===== src/rtl/vga_fb_arbiter.sv =====
// vga_fb_arbiter
//   Arbitrates one single-port 12-bit frame-buffer RAM (quarter resolution,
//   one word per 4x4 pixel block) between the VGA pixel fetch, a queued host
//   write port and a fill engine that paints the whole buffer one colour.
//
// Ports
//   iVGA_CLK, iRST          pixel clock, synchronous active-high reset
//   iVGA_X/Y, iVGA_ACTIVE   current raster position and active-video flag
//   iWR_VALID/X/Y/DATA      host write request (word coordinates + RGB444)
//   oWR_READY               host FIFO can accept this cycle
//   iCLR_REQ, iCLR_COLOR    fill start pulse and fill colour
//   oBUSY                   fill engine running
//   oRAM_ADDR/WE/WDATA      registered RAM command
//   iRAM_Q                  RAM read data, one cycle after the address
//   oPIXEL                  fetched pixel word for the overlay datapath
//   oDROP                   sticky flag: out-of-range host write discarded
module vga_fb_arbiter #(
  parameter int FB_W       = 160,
  parameter int FB_H       = 120,
  parameter int ADDR_W     = 15,
  parameter int FIFO_DEPTH = 8
) (
  input  logic              iVGA_CLK,
  input  logic              iRST,
  input  logic [9:0]        iVGA_X,
  input  logic [8:0]        iVGA_Y,
  input  logic              iVGA_ACTIVE,
  input  logic              iWR_VALID,
  input  logic [7:0]        iWR_X,
  input  logic [6:0]        iWR_Y,
  input  logic [11:0]       iWR_DATA,
  output logic              oWR_READY,
  input  logic              iCLR_REQ,
  input  logic [11:0]       iCLR_COLOR,
  output logic              oBUSY,
  output logic [ADDR_W-1:0] oRAM_ADDR,
  output logic              oRAM_WE,
  output logic [11:0]       oRAM_WDATA,
  input  logic [11:0]       iRAM_Q,
  output logic [11:0]       oPIXEL,
  output logic              oDROP
);

  localparam int PTR_W = $clog2(FIFO_DEPTH);
  localparam int CNT_W = PTR_W + 1;
  localparam logic [ADDR_W-1:0] LAST_ADDR = ADDR_W'(FB_W * FB_H - 1);
  localparam logic [ADDR_W-1:0] ROW_WORDS = ADDR_W'(FB_W);
  localparam logic [ADDR_W-1:0] ADDR_ONE  = ADDR_W'(1);
  localparam logic [PTR_W-1:0]  PTR_ONE   = PTR_W'(1);
  localparam logic [CNT_W-1:0]  CNT_ONE   = CNT_W'(1);
  localparam logic [CNT_W-1:0]  CNT_FULL  = CNT_W'(FIFO_DEPTH);
  localparam logic [7:0]        LIM_X     = 8'(FB_W);
  localparam logic [6:0]        LIM_Y     = 7'(FB_H);

  typedef enum logic [0:0] {IDLE = 1'b0, CLEAR = 1'b1} state_t;

  state_t             state_q, state_d;
  logic [ADDR_W-1:0]  fill_cnt_q, fill_cnt_d;
  logic [11:0]        colour_q, colour_d;
  logic [ADDR_W-1:0]  addr_q, addr_d;
  logic               we_q, we_d;
  logic [11:0]        wdata_q, wdata_d;
  logic [11:0]        pixel_q, pixel_d;
  logic               busy_q, busy_d;
  logic               drop_q, drop_d;
  logic               ready_q, ready_d;
  logic               rd_p1_q, rd_p1_d;
  logic               rd_p2_q, rd_p2_d;

  logic [ADDR_W-1:0]  fifo_addr_q [FIFO_DEPTH];
  logic [ADDR_W-1:0]  fifo_addr_d [FIFO_DEPTH];
  logic [11:0]        fifo_data_q [FIFO_DEPTH];
  logic [11:0]        fifo_data_d [FIFO_DEPTH];
  logic [PTR_W-1:0]   wr_ptr_q, wr_ptr_d;
  logic [PTR_W-1:0]   rd_ptr_q, rd_ptr_d;
  logic [CNT_W-1:0]   count_q, count_d;

  logic               rd_slot_s;
  logic               in_range_s;
  logic               accept_s;
  logic               push_s;
  logic               pop_s;
  logic [ADDR_W-1:0]  host_addr_s;
  logic [ADDR_W-1:0]  read_addr_s;

  // Slot decode, host handshake and address arithmetic
  always_comb begin
    rd_slot_s   = iVGA_ACTIVE && (iVGA_X[1:0] == 2'b00);
    in_range_s  = (iWR_X < LIM_X) && (iWR_Y < LIM_Y);
    accept_s    = iWR_VALID && ready_q;
    // Out-of-range writes complete the handshake but never enter the FIFO.
    push_s      = accept_s && in_range_s;
    pop_s       = (state_q == IDLE) && !rd_slot_s && (count_q != {CNT_W{1'b0}});
    host_addr_s = ADDR_W'(iWR_Y) * ROW_WORDS + ADDR_W'(iWR_X);
    read_addr_s = ADDR_W'(iVGA_Y[8:2]) * ROW_WORDS + ADDR_W'(iVGA_X[9:2]);
  end

  // Host write FIFO: storage, pointers, occupancy, ready and drop flag
  always_comb begin
    fifo_addr_d = fifo_addr_q;
    fifo_data_d = fifo_data_q;
    wr_ptr_d    = wr_ptr_q;
    rd_ptr_d    = rd_ptr_q;
    count_d     = count_q;
    if (push_s) begin
      fifo_addr_d[wr_ptr_q] = host_addr_s;
      fifo_data_d[wr_ptr_q] = iWR_DATA;
      wr_ptr_d              = wr_ptr_q + PTR_ONE;
    end else begin
      wr_ptr_d = wr_ptr_q;
    end
    if (pop_s) begin
      rd_ptr_d = rd_ptr_q + PTR_ONE;
    end else begin
      rd_ptr_d = rd_ptr_q;
    end
    case ({push_s, pop_s})
      2'b10:   count_d = count_q + CNT_ONE;
      2'b01:   count_d = count_q - CNT_ONE;
      default: count_d = count_q;
    endcase
    ready_d = (count_d != CNT_FULL);
    drop_d  = drop_q || (accept_s && !in_range_s);
  end

  // Slot arbitration and fill engine: read beats queued writes beats fill
  always_comb begin
    state_d    = state_q;
    fill_cnt_d = fill_cnt_q;
    colour_d   = colour_q;
    addr_d     = addr_q;
    we_d       = 1'b0;
    wdata_d    = wdata_q;
    if (rd_slot_s) begin
      addr_d = read_addr_s;
      we_d   = 1'b0;
    end else if (pop_s) begin
      addr_d  = fifo_addr_q[rd_ptr_q];
      wdata_d = fifo_data_q[rd_ptr_q];
      we_d    = 1'b1;
    end else if (state_q == CLEAR) begin
      addr_d     = fill_cnt_q;
      wdata_d    = colour_q;
      we_d       = 1'b1;
      fill_cnt_d = fill_cnt_q + ADDR_ONE;
      if (fill_cnt_q == LAST_ADDR) begin
        state_d = IDLE;
      end else begin
        state_d = CLEAR;
      end
    end else begin
      we_d = 1'b0;
    end
    // A fill request is honoured only from IDLE; during CLEAR it is ignored.
    if ((state_q == IDLE) && iCLR_REQ) begin
      state_d    = CLEAR;
      colour_d   = iCLR_COLOR;
      fill_cnt_d = {ADDR_W{1'b0}};
    end else begin
      colour_d = colour_q;
    end
    busy_d = (state_d == CLEAR);
  end

  // Read return pipeline: address is registered, RAM adds one cycle, then capture
  always_comb begin
    rd_p1_d = rd_slot_s;
    rd_p2_d = rd_p1_q;
    if (rd_p2_q) begin
      pixel_d = iRAM_Q;
    end else begin
      pixel_d = pixel_q;
    end
  end

  // State registers with synchronous reset
  always_ff @(posedge iVGA_CLK) begin
    if (iRST) begin
      state_q    <= IDLE;
      fill_cnt_q <= {ADDR_W{1'b0}};
      colour_q   <= 12'h000;
      addr_q     <= {ADDR_W{1'b0}};
      we_q       <= 1'b0;
      wdata_q    <= 12'h000;
      pixel_q    <= 12'h000;
      busy_q     <= 1'b0;
      drop_q     <= 1'b0;
      ready_q    <= 1'b1;
      rd_p1_q    <= 1'b0;
      rd_p2_q    <= 1'b0;
      wr_ptr_q   <= {PTR_W{1'b0}};
      rd_ptr_q   <= {PTR_W{1'b0}};
      count_q    <= {CNT_W{1'b0}};
      for (int i = 0; i < FIFO_DEPTH; i++) begin
        fifo_addr_q[i] <= {ADDR_W{1'b0}};
        fifo_data_q[i] <= 12'h000;
      end
    end else begin
      state_q     <= state_d;
      fill_cnt_q  <= fill_cnt_d;
      colour_q    <= colour_d;
      addr_q      <= addr_d;
      we_q        <= we_d;
      wdata_q     <= wdata_d;
      pixel_q     <= pixel_d;
      busy_q      <= busy_d;
      drop_q      <= drop_d;
      ready_q     <= ready_d;
      rd_p1_q     <= rd_p1_d;
      rd_p2_q     <= rd_p2_d;
      wr_ptr_q    <= wr_ptr_d;
      rd_ptr_q    <= rd_ptr_d;
      count_q     <= count_d;
      fifo_addr_q <= fifo_addr_d;
      fifo_data_q <= fifo_data_d;
    end
  end

  assign oWR_READY  = ready_q;
  assign oBUSY      = busy_q;
  assign oRAM_ADDR  = addr_q;
  assign oRAM_WE    = we_q;
  assign oRAM_WDATA = wdata_q;
  assign oPIXEL     = pixel_q;
  assign oDROP      = drop_q;

endmodule


===== config.mk =====
export PLATFORM = sky130hd
export DESIGN_NAME = vga_fb_arbiter
export DESIGN_NICKNAME = d
export VERILOG_FILES = /design/src/rtl/vga_fb_arbiter.sv
export SDC_FILE = /design/constraint.sdc
export NUM_CORES = 1
export LEC_CHECK = 0
export CAP_MARGIN = 20
export CORE_ASPECT_RATIO = 0.8
export CORE_MARGIN = 8
export CORE_UTILIZATION = 28
export DETAILED_ROUTE_END_ITERATION = 8
export HOLD_SLACK_MARGIN = 0.03
export PLACE_DENSITY = 0.53
export SYNTH_ARGS = -nofsm -noshare
export SYNTH_HDL_FRONTEND = slang
export SYNTH_SLANG_ARGS = --single-unit

===== constraint.sdc =====
create_clock -name iVGA_CLK -period 3.9 [get_ports iVGA_CLK]
set_clock_uncertainty 0.05 [all_clocks]
set_input_delay 0.78 -clock iVGA_CLK [delete_from_list [all_inputs] [get_ports iVGA_CLK]]
set_output_delay 0.78 -clock iVGA_CLK [all_outputs]
set_load 0.02 [all_outputs]

**Word level (Yosys, flattened, before mapping)**

Index checks and enable logic that the tools add are counted.

- Eq/ne operators: 6
- Multiply operators: 2
- Reduce and logical (&&, ||, !) cells: 21
- Bitwise gates (word level): 5
- Magnitude comparators: 5
- Mux-type cells: 25
- Add/sub/neg operators: 7

Operator list:

| kind | count |
|---|---|
| $bwmux 120 | 1 |
| $bwmux 96 | 1 |
| $mux 15 | 6 |
| $mux 12 | 5 |
| $bmux 15 s3 | 1 |
| $demux 15 s3 | 1 |
| $bmux 12 s3 | 1 |
| $demux 12 s3 | 1 |
| $add 15x8->15 | 2 |
| $mul 7x3->10 const B | 2 |
| $add 15x1->15 const B | 1 |
| $eq 15x15->1 const B | 1 |
| $logic_and 1x1->1 | 9 |
| $ge 4x4->1 const B | 2 |
| $lt 8x8->1 const B | 1 |
| $not 3->4 | 2 |
| $pmux 4 s2 | 1 |
| $lt 7x7->1 const B | 1 |
| $mux 1 | 7 |
| $add 3x1->3 const B | 2 |
| $add 4x1->4 const B | 1 |
| $lt 4x1->1 const B | 1 |
| $ne 2x1->1 const B | 2 |
| $ne 4x4->1 const B | 1 |
| 13 further kinds | 18 |

- Bits in registers: 298
- Logic and storage cells: 101

**Longest topological paths before layout**

- Depth after elaboration: 8
- Gate-level depth with buffers: 13
- Mapped depth without buffers: 11

**Worst setup path after synthesis**

No wires, ideal clock.

- Kind: in2reg
- Start point: input iVGA_ACTIVE
- End point: register ready_q (netlist: oWR_READY)
- Arrival time: 3.040 ns
- Data required time: 3.788 ns
- Slack: 0.749 ns
- Path buffers: 2
- Setup time: 0.062 ns
- Cell stages on the path: 11
- Path through: nor3b_1 -> nor3_2 -> clkbuf_1 -> ha_1 -> clkbuf_1 -> a21o_1 -> a22oi_1 -> or2_2 -> a21oi_1 -> mux2_2 -> nand3_1

- Cells in the longest elaborated chain, start to end: 7
- Elaborated cells between the ends (all ways): 8
- Classes of those cells: eq/ne: 3; mux: 1; reduce/logical: 4

RTL lines:

| element | line | text |
|---|---|---|
| start: declaration | 27 | `input logic iVGA_ACTIVE,` |
| $logic_and 1x1->1 * | 88 | `rd_slot_s = iVGA_ACTIVE && (iVGA_X[1:0] == 2'b00);` |
| $logic_not 1->1 * | 93 | `pop_s = (state_q == IDLE) && !rd_slot_s && (count_q != {CNT_W{1'b0}});` |
| $logic_and 1x1->1 * (2 in a row) | 93 |  |
| $eq 2x1->1 / $eq 2x2->1 (equally long branches) | 117 | `case ({push_s, pop_s})` |
| $pmux 4 s2 * | 117 |  |
| $ne 4x4->1 * | 122 | `ready_d = (count_d != CNT_FULL);` |
| end signal: assignment | 208 | `ready_q <= ready_d;` |
| end: declaration | 66 | `logic ready_q, ready_d;` |

Mark *: on every way between the ends. The rest lies on a longest branch, timed or not.
A chain may end at the register's enable or synchronous reset.

**Worst setup path in the final report**

- Start point: input iWR_Y[1]
- End point: register fifo_addr_q[73] (netlist bit)

- Cells in the longest elaborated chain, start to end: 3
- Elaborated cells between the ends (all ways): 6
- Classes of those cells: add/sub: 1; mul: 1; order compare: 1; mux: 1; reduce/logical: 2

RTL lines:

| element | line | text |
|---|---|---|
| start: declaration | 30 | `input logic [6:0] iWR_Y,` |
| $mul 7x3->10 / $lt 7x7->1 (equally long branches) | 94, 89 |  |
| $add 15x8->15 / $logic_and 1x1->1 (equally long branches) | 94, 89 |  |
| $bwmux 120 / $logic_and 1x1->1 (equally long branches) | 106, 92 |  |
| end signal: indexed assignment | 195 | `fifo_addr_q[i] <= {ADDR_W{1'b0}};` |
| end signal: assignment | 214 | `fifo_addr_q <= fifo_addr_d;` |
| end: declaration | 70 | `logic [ADDR_W-1:0] fifo_addr_q [FIFO_DEPTH];` |

Parallel ways exist; a longest one is shown, timed or not.

==> results.md <==
Pwr:
- The total power density per cell area is 535 nW/um2.
- The completed layout was analyzed and its total power is 8.87 mW.
- The worst voltage drop across the vdd grid is 271 uV.
- Summed over all cells, the static leakage comes to 5.63 nW.

Logic synthesis:
- In the synthesized netlist, the number of instances is 1,569.
- The combined area of all synthesized cells is 13,600 um2.
- The total of flip-flops plus latches after synthesis is 298.
- The leading register cell type out of synthesis is sky130_fd_sc_hd__dfxtp_1.
- The number of enable flip-flop cells after synthesis is 0.
- The synthesized netlist devotes 14.3% of its cell area to compound gates.
- Averaged over all synthesized cells, the footprint is 8.66 um2.
- Counting flops with an async set or reset pin after synthesis yields a share of 0%.
- The number of nets in the synthesized netlist is 1,680.
- The synthesized-area fraction occupied by adder cells is 3.53%.
- Of the post-synthesis cell area, the part taken by muxes is 12.2%.
- For this run, the number of Yosys warnings is 0.
- The share of the Yosys chip area taken by registers is 43.9%.
- The combinational family with the most area after synthesis is simple AND/OR/NAND/NOR gates.
- The synthesized netlist contains 58 unique library cells.
- The basic-gate share of the synthesized area counting and, or, nand and nor cells is 18.4%.
- Summing the areas of all xor and xnor instances in the mapped netlist gives 2.62% of the synthesized area.

Drt:
- The via count of the routed design is 11,100.
- The DRC violation count after routing is 0.
- The via density per instance is 4.86.
- The count of nets left with antenna violations once routing finished came out at 0.
- After detailed routing, the total wire length is 39,700 um.
- Dividing the detail-routed wire length by the instance count gives 17.4 um.
- The iteration-0 DRC count of the detailed router is 761.
- The length of the first detailed-routing pass in iterations is 4.

Setup path:
- The endpoint of the most critical register-to-register path is oRAM_ADDR[0]$_SDFFE_PP0P_.
- At the worst endpoint, the arrival time is 3.50 ns.
- For flop-to-flop paths, the worst setup slack is 1.17 ns.
- The biggest fanout along the worst timing path is 8.
- The capturing element of the worst setup path is fifo_addr_q[73]$_SDFFE_PP0P_.
- Measured in cells, the most critical reg-to-reg path has a length of 6.
- The library cell appearing most often on the critical path is sky130_fd_sc_hd__ha_1.
- The startpoint of the most critical setup path is iWR_Y[1].
- The kind of critical path is in2reg.
- Among all stages on the critical path, the largest delay is contributed by sky130_fd_sc_hd__clkdlybuf4s50_1.
- Data on the critical path is required at its endpoint by 4.20 ns.
- The largest single stage delay on the critical path is 0.46 ns.
- The capturing element type of the critical path is a flip-flop.
- The launching point of the worst reg2reg path is rd_ptr_q[0]$_SDFFE_PP0N_.
- Traced cell by cell, the critical path runs through clkdlybuf4s50_1 > ha_1 > ha_1 > fa_1 > a211o_2 > a21oi_1 > nor4_4 > xor2_2 > buf_4 > nor2_1 > nor3_2.
- The nature of the critical path startpoint is an input pin.

Place:
- The weighted congestion at the end of routability-driven global placement is 0.779.
- Port buffering added 115 buffers.
- The HPWL after detailed placement is 27,000 um.
- After detailed placement, the design holds a cell count of 2,225.

Clocking:
- The insertion delay of the later-clocked pin in the worst-skew pair is 0.52 ns.
- Once the clock tree was built, the resizer swapped 0 gates to a different size.
- TritonCTS built the clock tree.
- In this run, CTS created clock tree buffers numbering 36.
- The total setup buffers inserted after CTS is 0.
- Hold repair after CTS inserted 0 buffers.
- The worst-case clock buffer depth is 3.
- The H-tree was split into 2 levels.
- The clock net in this run drives a total of 298 sinks.
- The clock transition at the registers of the reported paths is 0.05 ns.
- Clock tree synthesis selected as its root buffer the cell sky130_fd_sc_hd__clkbuf_16.

STA:
- Setup repair after global routing left no endpoint under its margin.
- The total count of hold-check failures in the final report is 0.
- In the final timing run, aggregate negative setup slack is 0 ns.
- Dividing the final minimum period by the clock period gives 82.1%.
- The worst slew margin relative to its limit is 35.5%.
- Based on the critical path, the design can be clocked at up to 0.312 GHz.
- Subtracting the final worst setup slack from the clock period gives 3.20 ns.
- Setup violations remaining at the end of the flow were counted as 0.
- The max-slew violation total from the final report was 0.
- For the pin with the worst max-slew slack, the measured transition is 0.967 ns.

Floorplan:
- Measured along the y axis, the die boundary spans 213 um.
- The starting density of the core is 28.3%.
- The area of the placeable core is 48,100 um2.
- The initialized floorplan defines 72 standard-cell rows.
- The number of top-level pins is 118.
- In this run the horizontal extent of the chip is 262 um.
- The floorplan step defined a die boundary enclosing 55,900 um2.

Layout:
- Fill cells in the final layout number 4,929.
- The number of nets in the layout is 1,745.
- For this run, the number of standard cells in the final layout without fillers is 2,289.
- The fraction of final layout cells with drive strength greater than 1 is 12.1%.
- The multi-input combinational cells in the finished layout cover a total of 6980 um2.
- The area used by sequential logic in the layout is 5970 um2.
- From synthesis to final layout, the design area changed by 21.8%.

Flow run:
- The max-cap check violation count is 0.

Hold path:
- The worst hold path belongs to the class reg2reg.
- The number of cells on the worst hold path is 2.

Global route:
- The initial antenna violation count is 7.
- The maximum number of pins on one net before global-route repair is 135.
- The number of global-route vias before repair is 11,000.
- The final global-route overflow total is 0.
- The global-route wire length before repair is 63,000 um.
- Global routing consumed, over all layers together, 13.9% of the routing resources.

Status:
- The flow ran to the end, and the final reports show no timing, DRC or antenna violations.
## final cells by class
type | count | area share (%)
timing repair buffer | 163 | 9.60
tap | 629 | 4.75
sequential | 298 | 36.1
inverter | 18 | 0.408
clock inverter | 9 | 0.544
antenna | 2 | 0.0302
multi-input combinational | 1117 | 42.2
clock buffer | 53 | 6.44
## sequential cells by signal, indices dropped and copies added (netlist names), 3 cells and up
name         count
wr_ptr_q         3
oRAM_WDATA      12
count_q          4
fifo_data_q     96
fill_cnt_q      15
fifo_addr_q    120
rd_ptr_q         3
oRAM_ADDR       15
colour_q        12
oPIXEL          12
## critical path, delay by kind of cell
family                     cells  cell delay, ns
AOI/OAI and AO/OA              2            0.63
and+or+nand+nor                3            0.27
xor gates and xnor gates       1            0.15
adders and majority gates      3            1.01
buffers and inverters          2            0.64
## synthesized netlist by cell type (all sizes together) (2+ instances only)
cell type / instances / area [um2]
a221oi: 2 / 17.5
nor2b: 7 / 43.8
nor3b: 3 / 22.5
a22oi: 13 / 97.6
ha: 32 / 400
a21o: 5 / 37.5
and3: 3 / 18.8
nand2: 367 / 1380
nor3: 17 / 95.1
nand3: 18 / 90.1
and2: 2 / 12.5
o21ai: 12 / 60.1
or2: 7 / 43.8
o221ai: 3 / 32.5
nor2: 165 / 619
dfxtp: 298 / 5970
inv: 18 / 67.6
nor4: 5 / 52.6
nand2b: 3 / 18.8
a211o: 2 / 18.8
mux2i: 27 / 270
xnor2: 14 / 123
mux4: 54 / 1220
buf: 62 / 327
a211oi: 56 / 420
clkbuf: 74 / 288
o211ai: 8 / 60.1
o22ai: 2 / 12.5
xor2: 25 / 234
nand4: 8 / 50.1
fa: 4 / 80.1
a21oi: 218 / 1090
mux2: 15 / 169
or3: 7 / 43.8
## metal layers
metal	wire length (um)	part of all wire, %	GRT usage [%]	vias up
met3	2600	6.5	3.14	55
met5	38	0.096	0	-
li1	-	-	-	5514
met4	622	1.6	3.33	6
met1	18400	46	18.5	5295
met2	18100	46	23.0	256
## metrics by stage
step / cell area [um2] / hold WS, ns / util (%) / setup WS [ns]
floorplan: 13600 / 0.364 / - / 0.749
global placement: 15400 / 0.388 / 32.0 / 0.196
detailed placement: 15400 / 0.396 / 32.0 / 0.179
CTS: 16600 / 0.404 / 34.4 / 0.718
global route: 16600 / 0.416 / 34.4 / 0.522
finish: 16600 / 0.401 / 34.4 / 0.700
## cell families after synthesis
group | after synthesis
XOR/XNOR | 39
multiplexers | 96
AND/OR/NAND/NOR | 614
AO/OA/AOI/OAI | 332
flip-flops | 298
adder cells (fa/ha/maj) | 36
buffers and inverters | 154
## how the worst min path moves through the flow
stage	end	slack (ns)	start
after floorplan	rd_p2_q$_SDFF_PP0_	0.36	rd_p1_q$_SDFF_PP0_
after global placement	fifo_data_q[27]$_SDFFE_PP0P_	0.39	fifo_data_q[27]$_SDFFE_PP0P_
after detailed placement	fifo_data_q[61]$_SDFFE_PP0P_	0.40	fifo_data_q[61]$_SDFFE_PP0P_
after CTS	fifo_data_q[61]$_SDFFE_PP0P_	0.40	fifo_data_q[61]$_SDFFE_PP0P_
after global routing	fifo_data_q[82]$_SDFFE_PP0P_	0.42	fifo_data_q[82]$_SDFFE_PP0P_
final	fifo_data_q[28]$_SDFFE_PP0P_	0.40	fifo_data_q[28]$_SDFFE_PP0P_
## cells in the final DEF (no fill, tap or decap), types with 5 or more instances in the layout
cell,netlist,final
sky130_fd_sc_hd__nor2b_1,7,7
sky130_fd_sc_hd__or2_2,7,7
sky130_fd_sc_hd__mux4_2,54,54
sky130_fd_sc_hd__dfxtp_1,298,296
sky130_fd_sc_hd__mux2_2,15,15
sky130_fd_sc_hd__o211ai_1,8,8
sky130_fd_sc_hd__clkbuf_16,0,38
sky130_fd_sc_hd__a21o_1,5,5
sky130_fd_sc_hd__a211oi_1,56,56
sky130_fd_sc_hd__ha_1,32,32
sky130_fd_sc_hd__clkdlybuf4s50_1,0,114
sky130_fd_sc_hd__o21ai_0,11,11
sky130_fd_sc_hd__nand2_1,367,367
sky130_fd_sc_hd__or3_1,7,7
sky130_fd_sc_hd__a22oi_1,13,13
sky130_fd_sc_hd__mux2i_1,27,27
sky130_fd_sc_hd__nor3_2,2,6
sky130_fd_sc_hd__buf_4,11,42
sky130_fd_sc_hd__nand3_1,18,18
sky130_fd_sc_hd__clkbuf_1,66,9
sky130_fd_sc_hd__buf_12,0,6
sky130_fd_sc_hd__nor2_1,165,162
sky130_fd_sc_hd__inv_1,16,16
sky130_fd_sc_hd__xor2_1,23,23
sky130_fd_sc_hd__xnor2_1,14,14
sky130_fd_sc_hd__nand4_1,8,8
sky130_fd_sc_hd__a21oi_1,218,218
sky130_fd_sc_hd__nor3_1,15,11
sky130_fd_sc_hd__clkbuf_8,0,7
## power breakdown
group	switching, mW	total (mW)	internal, mW
logic	1.17	2.11	0.942
clock network	1.28	3.25	1.96
registers	0.259	3.51	3.25
total	2.71	8.87	6.16
Power figures use the tool's default switching activity.
